### config.mk
export PLATFORM = sky130hd
export DESIGN_NAME = code_lock_fsm
export DESIGN_NICKNAME = d
export VERILOG_FILES = /design/src/rtl/lock_pkg.sv /design/src/rtl/blink_div.sv /design/src/rtl/code_lock_fsm.sv
export SDC_FILE = /design/constraint.sdc
export NUM_CORES = 1
export LEC_CHECK = 0
export BUFFER_PORTS_ARGS = -buffer_cell sky130_fd_sc_hd__buf_2
export CORE_MARGIN = 2
export CORE_UTILIZATION = 50
export DETAILED_ROUTE_END_ITERATION = 6
export PLACE_DENSITY = 0.68
export SKIP_CTS_REPAIR_TIMING = 1
export SYNTH_ARGS = -nofsm -noshare
export SYNTH_HDL_FRONTEND = slang
export SYNTH_HIERARCHICAL = 1
export SYNTH_SLANG_ARGS = --single-unit
### constraint.sdc
create_clock -name clk -period 3.25 [get_ports clk]
set_input_delay 0.65 -clock clk [delete_from_list [all_inputs] [get_ports clk]]
set_output_delay 0.65 -clock clk [all_outputs]
set_load 0.1 [all_outputs]
### src/rtl/lock_pkg.sv
// ============================================================================
// Module      : lock_pkg
// Description : Shared types and constants for the code_lock_fsm keypad lock:
//               state enum, keypad symbol codes, RGB colours, decode helpers.
// Revision    : 1.0 - initial release
// ============================================================================
`default_nettype none

package lock_pkg;

    // Lock controller states
    typedef enum logic [2:0] {
        LOCKED   = 3'd0,
        ENTRY    = 3'd1,
        UNLOCKED = 3'd2,
        PROG     = 3'd3,
        ALARM    = 3'd4,
        DISARM   = 3'd5
    } lock_state_t;

    // Two-bit symbol codes stored in the code register
    localparam logic [1:0] SYM_N = 2'd3;
    localparam logic [1:0] SYM_W = 2'd2;
    localparam logic [1:0] SYM_S = 2'd1;
    localparam logic [1:0] SYM_E = 2'd0;

    // Status colours, bit order {red, green, blue}
    localparam logic [2:0] RGB_OFF   = 3'b000;
    localparam logic [2:0] RGB_BLUE  = 3'b001;
    localparam logic [2:0] RGB_GREEN = 3'b010;

    // Map a one-hot press vector to its symbol code; callers qualify with a
    // one-hot check, so the fall-through value is never trusted.
    function automatic logic [1:0] sym_of(input logic [3:0] nwse);
        logic [1:0] sym;
        case (nwse)
            4'b1000: sym = SYM_N;
            4'b0100: sym = SYM_W;
            4'b0010: sym = SYM_S;
            default: sym = SYM_E;
        endcase
        return sym;
    endfunction

    // Progress bar: thermometer code of min(n, 4)
    function automatic logic [3:0] therm4(input logic [2:0] n);
        logic [3:0] t;
        case (n)
            3'd0:    t = 4'b0000;
            3'd1:    t = 4'b0001;
            3'd2:    t = 4'b0011;
            3'd3:    t = 4'b0111;
            default: t = 4'b1111;
        endcase
        return t;
    endfunction

endpackage

`default_nettype wire

### src/rtl/blink_div.sv
// ============================================================================
// Module      : blink_div
// Description : Free-running blink divider. Counts while en is high and
//               toggles blink each time the counter wraps; half selects one
//               extra counter bit (half blink rate). Cleared while en is low.
// Revision    : 1.0 - initial release
// ============================================================================
`default_nettype none

module blink_div #(
    parameter int WIDTH = 23
) (
    input  logic clk,
    input  logic rst,
    input  logic en,
    input  logic half,
    output logic blink
);

    logic [WIDTH:0] cnt_q;
    logic           blink_q;
    logic           wrap_w;

    // Wrap point depends on whether the extra top bit participates
    assign wrap_w = half ? (&cnt_q) : (&cnt_q[WIDTH-1:0]);
    assign blink  = blink_q;

    // Divider counter and blink toggle; held at zero whenever disabled
    always_ff @(posedge clk) begin
        if (rst || !en) begin
            cnt_q   <= '0;
            blink_q <= 1'b0;
        end else begin
            if (half) begin
                cnt_q <= cnt_q + (WIDTH+1)'(1);
            end else begin
                cnt_q <= {1'b0, cnt_q[WIDTH-1:0] + WIDTH'(1)};
            end
            if (wrap_w) begin
                blink_q <= ~blink_q;
            end
        end
    end

endmodule

`default_nettype wire

### src/rtl/code_lock_fsm.sv
// ============================================================================
// Module      : code_lock_fsm
// Description : Directional-keypad combination lock. Checks one-cycle N/W/S/E
//               press pulses against a stored code, counts failed attempts,
//               raises a flashing alarm after MAX_FAILS failures.
//               Optional macro LOCK_PROGRAM_EN: reprogram the code from
//               UNLOCKED (press N, then CODE_LEN symbols).
// Revision    : 1.0 - initial release
// ============================================================================
`default_nettype none

module code_lock_fsm
    import lock_pkg::*;
#(
    parameter int                      CODE_LEN       = 4,
    parameter int                      MAX_FAILS      = 3,
    parameter logic [2*CODE_LEN-1:0]   DEFAULT_CODE   = 8'h89,
    parameter int                      TIMEOUT_CYCLES = 0,
    parameter int                      FLASH_BITS     = 23
) (
    input  logic       clk,
    input  logic       rst,
    input  logic [3:0] nwse,
    output logic [3:0] led,
    output logic [2:0] rgb,
    output logic       unlocked,
    output logic       alarm
);

    localparam int                IDLE_W    = (TIMEOUT_CYCLES > 1) ? $clog2(TIMEOUT_CYCLES) : 1;
    localparam logic [IDLE_W-1:0] IDLE_LAST = IDLE_W'(TIMEOUT_CYCLES - 1);
    localparam logic [2:0]        IDX_LAST  = 3'(CODE_LEN - 1);
    localparam logic [3:0]        FAIL_MAX  = 4'(MAX_FAILS);

    lock_state_t          state_q, state_d;
    logic [2:0]           idx_q, idx_d;
    logic                 mismatch_q, mismatch_d;
    logic [3:0]           fail_q, fail_d;
    logic [IDLE_W-1:0]    idle_q, idle_d;
    logic [2*CODE_LEN-1:0] code_w;

`ifdef LOCK_PROGRAM_EN
    logic [2*CODE_LEN-1:0] code_q, code_d;
    logic [2*CODE_LEN-1:0] newcode_q, newcode_d;
    assign code_w = code_q;
`else
    assign code_w = DEFAULT_CODE;
`endif

    logic       press_w;
    logic       valid_w;
    logic [1:0] sym_w;
    logic [1:0] exp_sym_w;
    logic       hit_w;
    logic       miss_any_w;
    logic       last_w;
    logic       timeout_w;
    logic [3:0] fail_inc_w;
    logic       blink_w;
    logic       blink_en_w;
    logic       blink_half_w;

    assign press_w    = |nwse;
    assign valid_w    = $onehot(nwse);
    assign sym_w      = sym_of(nwse);
    assign exp_sym_w  = code_w[{idx_q, 1'b0} +: 2];
    assign hit_w      = valid_w && (sym_w == exp_sym_w);
    assign miss_any_w = mismatch_q | ~hit_w;
    assign last_w     = (idx_q == IDX_LAST);
    assign timeout_w  = (TIMEOUT_CYCLES != 0) && !press_w && (idle_q == IDLE_LAST);
    // Saturating failure increment
    assign fail_inc_w = (fail_q >= FAIL_MAX) ? FAIL_MAX : (fail_q + 4'd1);

    // Next-state and datapath decisions for one press (or idle) cycle
    always_comb begin
        state_d    = state_q;
        idx_d      = idx_q;
        mismatch_d = mismatch_q;
        fail_d     = fail_q;
        idle_d     = '0;
`ifdef LOCK_PROGRAM_EN
        code_d     = code_q;
        newcode_d  = newcode_q;
`endif
        case (state_q)
            LOCKED: begin
                idx_d      = 3'd0;
                mismatch_d = 1'b0;
                if (press_w) begin
                    mismatch_d = ~hit_w;
                    idx_d      = 3'd1;
                    state_d    = ENTRY;
                end
            end
            ENTRY: begin
                if (press_w) begin
                    if (last_w) begin
                        idx_d      = 3'd0;
                        mismatch_d = 1'b0;
                        if (!miss_any_w) begin
                            state_d = UNLOCKED;
                            fail_d  = 4'd0;
                        end else begin
                            fail_d  = fail_inc_w;
                            state_d = (fail_inc_w == FAIL_MAX) ? ALARM : LOCKED;
                        end
                    end else begin
                        idx_d      = idx_q + 3'd1;
                        mismatch_d = miss_any_w;
                    end
                end else if (timeout_w) begin
                    // Abandoned attempt; deliberately not counted as a failure
                    state_d    = LOCKED;
                    idx_d      = 3'd0;
                    mismatch_d = 1'b0;
                end else begin
                    idle_d = idle_q + IDLE_W'(1);
                end
            end
            UNLOCKED: begin
                if (press_w) begin
`ifdef LOCK_PROGRAM_EN
                    if (nwse == 4'b1000) begin
                        state_d = PROG;
                        idx_d   = 3'd0;
                    end else begin
                        state_d = LOCKED;
                    end
`else
                    state_d = LOCKED;
`endif
                end
            end
`ifdef LOCK_PROGRAM_EN
            PROG: begin
                if (press_w) begin
                    if (!valid_w) begin
                        state_d = UNLOCKED;
                        idx_d   = 3'd0;
                    end else begin
                        newcode_d[{idx_q, 1'b0} +: 2] = sym_w;
                        if (last_w) begin
                            code_d  = newcode_d;
                            state_d = LOCKED;
                            idx_d   = 3'd0;
                        end else begin
                            idx_d = idx_q + 3'd1;
                        end
                    end
                end
            end
`endif
            ALARM: begin
                if (nwse == 4'b0100) begin
                    state_d = DISARM;
                end
            end
            DISARM: begin
                if (press_w) begin
                    if (nwse == 4'b0001) begin
                        state_d = LOCKED;
                        fail_d  = 4'd0;
                    end else begin
                        state_d = ALARM;
                    end
                end
            end
            default: begin
                state_d = LOCKED;
                idx_d   = 3'd0;
            end
        endcase
        if (state_d != state_q) begin
            idle_d = '0;
        end
    end

    // Controller state registers
    always_ff @(posedge clk) begin
        if (rst) begin
            state_q    <= LOCKED;
            idx_q      <= 3'd0;
            mismatch_q <= 1'b0;
            fail_q     <= 4'd0;
            idle_q     <= '0;
`ifdef LOCK_PROGRAM_EN
            code_q     <= DEFAULT_CODE;
            newcode_q  <= '0;
`endif
        end else begin
            state_q    <= state_d;
            idx_q      <= idx_d;
            mismatch_q <= mismatch_d;
            fail_q     <= fail_d;
            idle_q     <= idle_d;
`ifdef LOCK_PROGRAM_EN
            code_q     <= code_d;
            newcode_q  <= newcode_d;
`endif
        end
    end

    // Divider runs only while staying in a flashing state, so every entry
    // (including ALARM <-> DISARM) starts from a cleared counter.
    assign blink_en_w   = ((state_q == UNLOCKED) || (state_q == ALARM) || (state_q == DISARM))
                          && (state_d == state_q);
    assign blink_half_w = (state_q == DISARM);

    blink_div #(
        .WIDTH (FLASH_BITS)
    ) u_blink (
        .clk   (clk),
        .rst   (rst),
        .en    (blink_en_w),
        .half  (blink_half_w),
        .blink (blink_w)
    );

    // Output decode from registered state
    always_comb begin
        led      = 4'h0;
        rgb      = RGB_OFF;
        unlocked = 1'b0;
        alarm    = 1'b0;
        case (state_q)
            LOCKED: begin
                rgb = RGB_BLUE;
            end
            ENTRY: begin
                led = therm4(idx_q);
            end
            PROG: begin
                led = therm4(idx_q);
                rgb = RGB_GREEN;
            end
            UNLOCKED: begin
                led      = blink_w ? 4'hF : 4'h0;
                unlocked = 1'b1;
            end
            ALARM, DISARM: begin
                rgb   = {blink_w, 2'b00};
                alarm = 1'b1;
            end
            default: begin
                rgb = RGB_BLUE;
            end
        endcase
    end

endmodule

`default_nettype wire

==> flow_summary.yaml <==
run_status:
  status: "finished clean"
grt:
  antenna_found_initial: 0
  grt_pass1_wl_mm: 6.78
  grt_pass1_vias: 1513
  grt_overflow: 0
  grtUsageTotal_pct: 19.1
  grt_max_degree: 24
logic_synthesis:
  syn_avg_cell_area_um2: 8.46
  muxShareOfSynthArea_pct: 1.03
  yosys_most_used_dff: "dfxtp_1"
  synth-async-reset-ratio_pct: 0
  yosys_warnings: 6
  synth-simple-area-share_pct: 30.1
  synth_compound_area_share_pct: 15.1
  synth-edff-count: 0
  synthAdderAreaFrac_pct: 7.61
  synth_top_family_by_area: "simple AND/OR/NAND/NOR gates"
  synth-seq-cells: 36
  synth_cell_types: 50
  synth-seq-area-share_pct: 34.8
  synth_nets: 263
  netlist_area_um2: 2070
  synth_cells: 245
  synthXorXnorAreaFrac_pct: 6.34
sta:
  finalCritPeriodShare_pct: 85.9
  skew_ns: 0.00524
  hold_viol_final: 0
  finalSetupViolations: 0
  slew_viol_final: 0
  max_slew_margin_pct: 58.7
  holdWs_ns: 0.459
  rsz0062_at_grt: "no"
  finalCriticalPeriod_ns: 2.79
  fmax_mhz: 358
  worst_pin_slew_ns: 0.619
clock_network:
  insertion_delay_ns: 0.28
  cts_buffer_depth: 2
  numCtsBuffers: 5
  htreeDepth: 2
  root_buffer: "clkbuf_8"
  clkTransAtPathRegs_ns: 0.07
  cts_sinks: 36
  cts_tree: "done"
power_and_ir_drop:
  powerDensity_nw_per_um2: 385
  switchingPower_mw: 0.238
  p_int_mw: 0.624
  ir_worst_vdd_mv: 0.271
  p_seq_share_pct: 52.4
  combPwrFrac_pct: 13.6
  netSwitchingFraction_pct: 27.6
  clockPowerShare_pct: 34.0
  leakage_nw: 0.861
setup_path:
  path_class: "flip-flop to primary output"
  worst_ep_arrival_time_ns: 2.14
  path_max_fanout: 7
  cp-end-kind: "primary output"
  crit_required_ns: 2.60
  cpMaxStageDelayCell: "dfxtp_1"
  critical_path.cell_chain: "inv_1, ha_1, or2_2, nor3_1, nor2_1, a21oi_2, buf_2"
  crit_path_max_incr_delay_ns: 0.45
  start_kind: "flip-flop"
floorplanning:
  die-height_um: 68.4
  start_util_pct: 51.8
  rows: 23
  io_pins: 15
  core_um2: 4000
  die_x_um: 68.4
  die_area_um2: 4680
detailed_routing:
  postRouteAntennaNets: 0
  drt-met1-wl_mm: 2.02
  dr_wl_met2_mm: 1.62
  drtPass1Iterations: 4
  num_vias: 1693
  wl_per_cell_um: 12.6
  maxUsedRoutingLayer: "met4"
  drtIter0Drc: 118
  routed-wl-met3_um: 180
  routed_wl_mm: 3.88
  drc: 0
  drt-vias-per-instance: 5.50
cells_and_area:
  layout_commonest_cell: "dfxtp_1"
  antenna_cells: 0
  final_util_pct: 56.0
  nFillCells: 381
  final_cell_mix: "dfxtp_1, nor2_1, nand2_1"
  final_nets: 276
  area_growth_pct: 8.09
  layout-drive-gt1-share_pct: 14.0
placement:
  port_buffers: 14
  place_congestion: 0.888
  dp_hpwl_mm: 2.74
job:
  cap_violations: 0
hold_path:
  min_path_type: "flip-flop to flip-flop"
==> area by class of cell <==
class / instances / area (um2) / area share (%)
Multi-Input combinational cell: 186 / 1250 / 55.9
Tap cell: 50 / 62.6 / 2.79
Clock buffer: 6 / 72.6 / 3.24
Inverter: 15 / 56.3 / 2.51
Clock inverter: 1 / 5.00 / 0.223
Sequential cell: 36 / 721 / 32.2
Timing Repair Buffer: 14 / 70.1 / 3.13
==> per-stage QoR <==
step	worst slack, ns	cell area [um2]	std cells	TNS [ns]	total power, mW
finish	0.459	2240	308	0	0.862
global route	0.301	2240	308	0	0.903
CTS	0.439	2240	308	0	0.872
detailed placement	0.427	2160	301	0	0.578
global placement	0.457	2160	301	0	0.577
floorplan	-0.0124	2080	245	-0.0124	0.555
==> final timing paths <==
path	from	end	slack [ns]	cells past startpoint
hold reg to reg	u_blink/cnt_q[0]	u_blink/cnt_q[0]	0.46	1
setup reg to reg	idx_q[0]	fail_q[1]	1.31	6
setup / recovery	idx_q[0]	led[2]	0.46	7
hold / removal	u_blink/cnt_q[0]	u_blink/cnt_q[0]	0.46	1
==> power groups by stage <==
stage | clock network [mW] | registers (mW) | logic (mW)
final | 0.293 | 0.452 | 0.117
after global routing | 0.321 | 0.452 | 0.129
after detailed placement | 0 | 0.462 | 0.116
after floorplan | 0 | 0.458 | 0.0969
after global placement | 0 | 0.461 | 0.116
after CTS | 0.304 | 0.451 | 0.117
==> state kept, by name, summed over array words and instances, names as in the netlist <==
signal         count
state_q            3
u_blink/cnt_q     24
fail_q             4
mismatch_q         1
u_blink/blink      1
idx_q              3
==> worst max-delay path: cells and delay by family (launching register included) <==
family	cells	cell delay, ns
buf+inv	2	0.55
simple gates	3	0.52
compound gates	1	0.11
flops	1	0.45
fa+ha+maj	1	0.24
==> synthesized netlist by cell type (3+ instances only) <==
cell      number  area (um2)
nand2_1       18        67.6
nand3_1        9        45.0
or4_1          4        30.0
clkbuf_1       5        18.8
ha_1          11         138
xnor2_1        5        43.8
and2_1         7        43.8
xor2_1        10        87.6
and4_1         5        43.8
or3_1          7        43.8
dfxtp_1       36         721
inv_1         15        56.3
or2_2          3        18.8
nor3_1         6        30.0
nand4_1        6        37.5
nor2b_1        4        25.0
nor2_1        22        82.6
nand2b_1       3        18.8
o31ai_1        4        30.0
o21ai_0        7        35.0
o21ai_1        7        35.0
a21oi_1       16        80.1
==> kinds of logic after synthesis <==
| kind of cell | count (synthesis) |
|---|---|
| AND/OR/NAND/NOR | 107 |
| adder cells (fa/ha/maj) | 12 |
| XOR/XNOR | 15 |
| buffers and inverters | 23 |
| AO/OA/AOI/OAI | 50 |
| flip-flops | 36 |
| multiplexers | 2 |
==> layer usage <==
layer,vias to the layer above,track usage [%]
li1,897,-
met1,758,27.6
met2,31,26.6
met3,7,4.11
met4,0,9.00
met5,-,0
No activity file was read; power rests on OpenSTA's default activity.
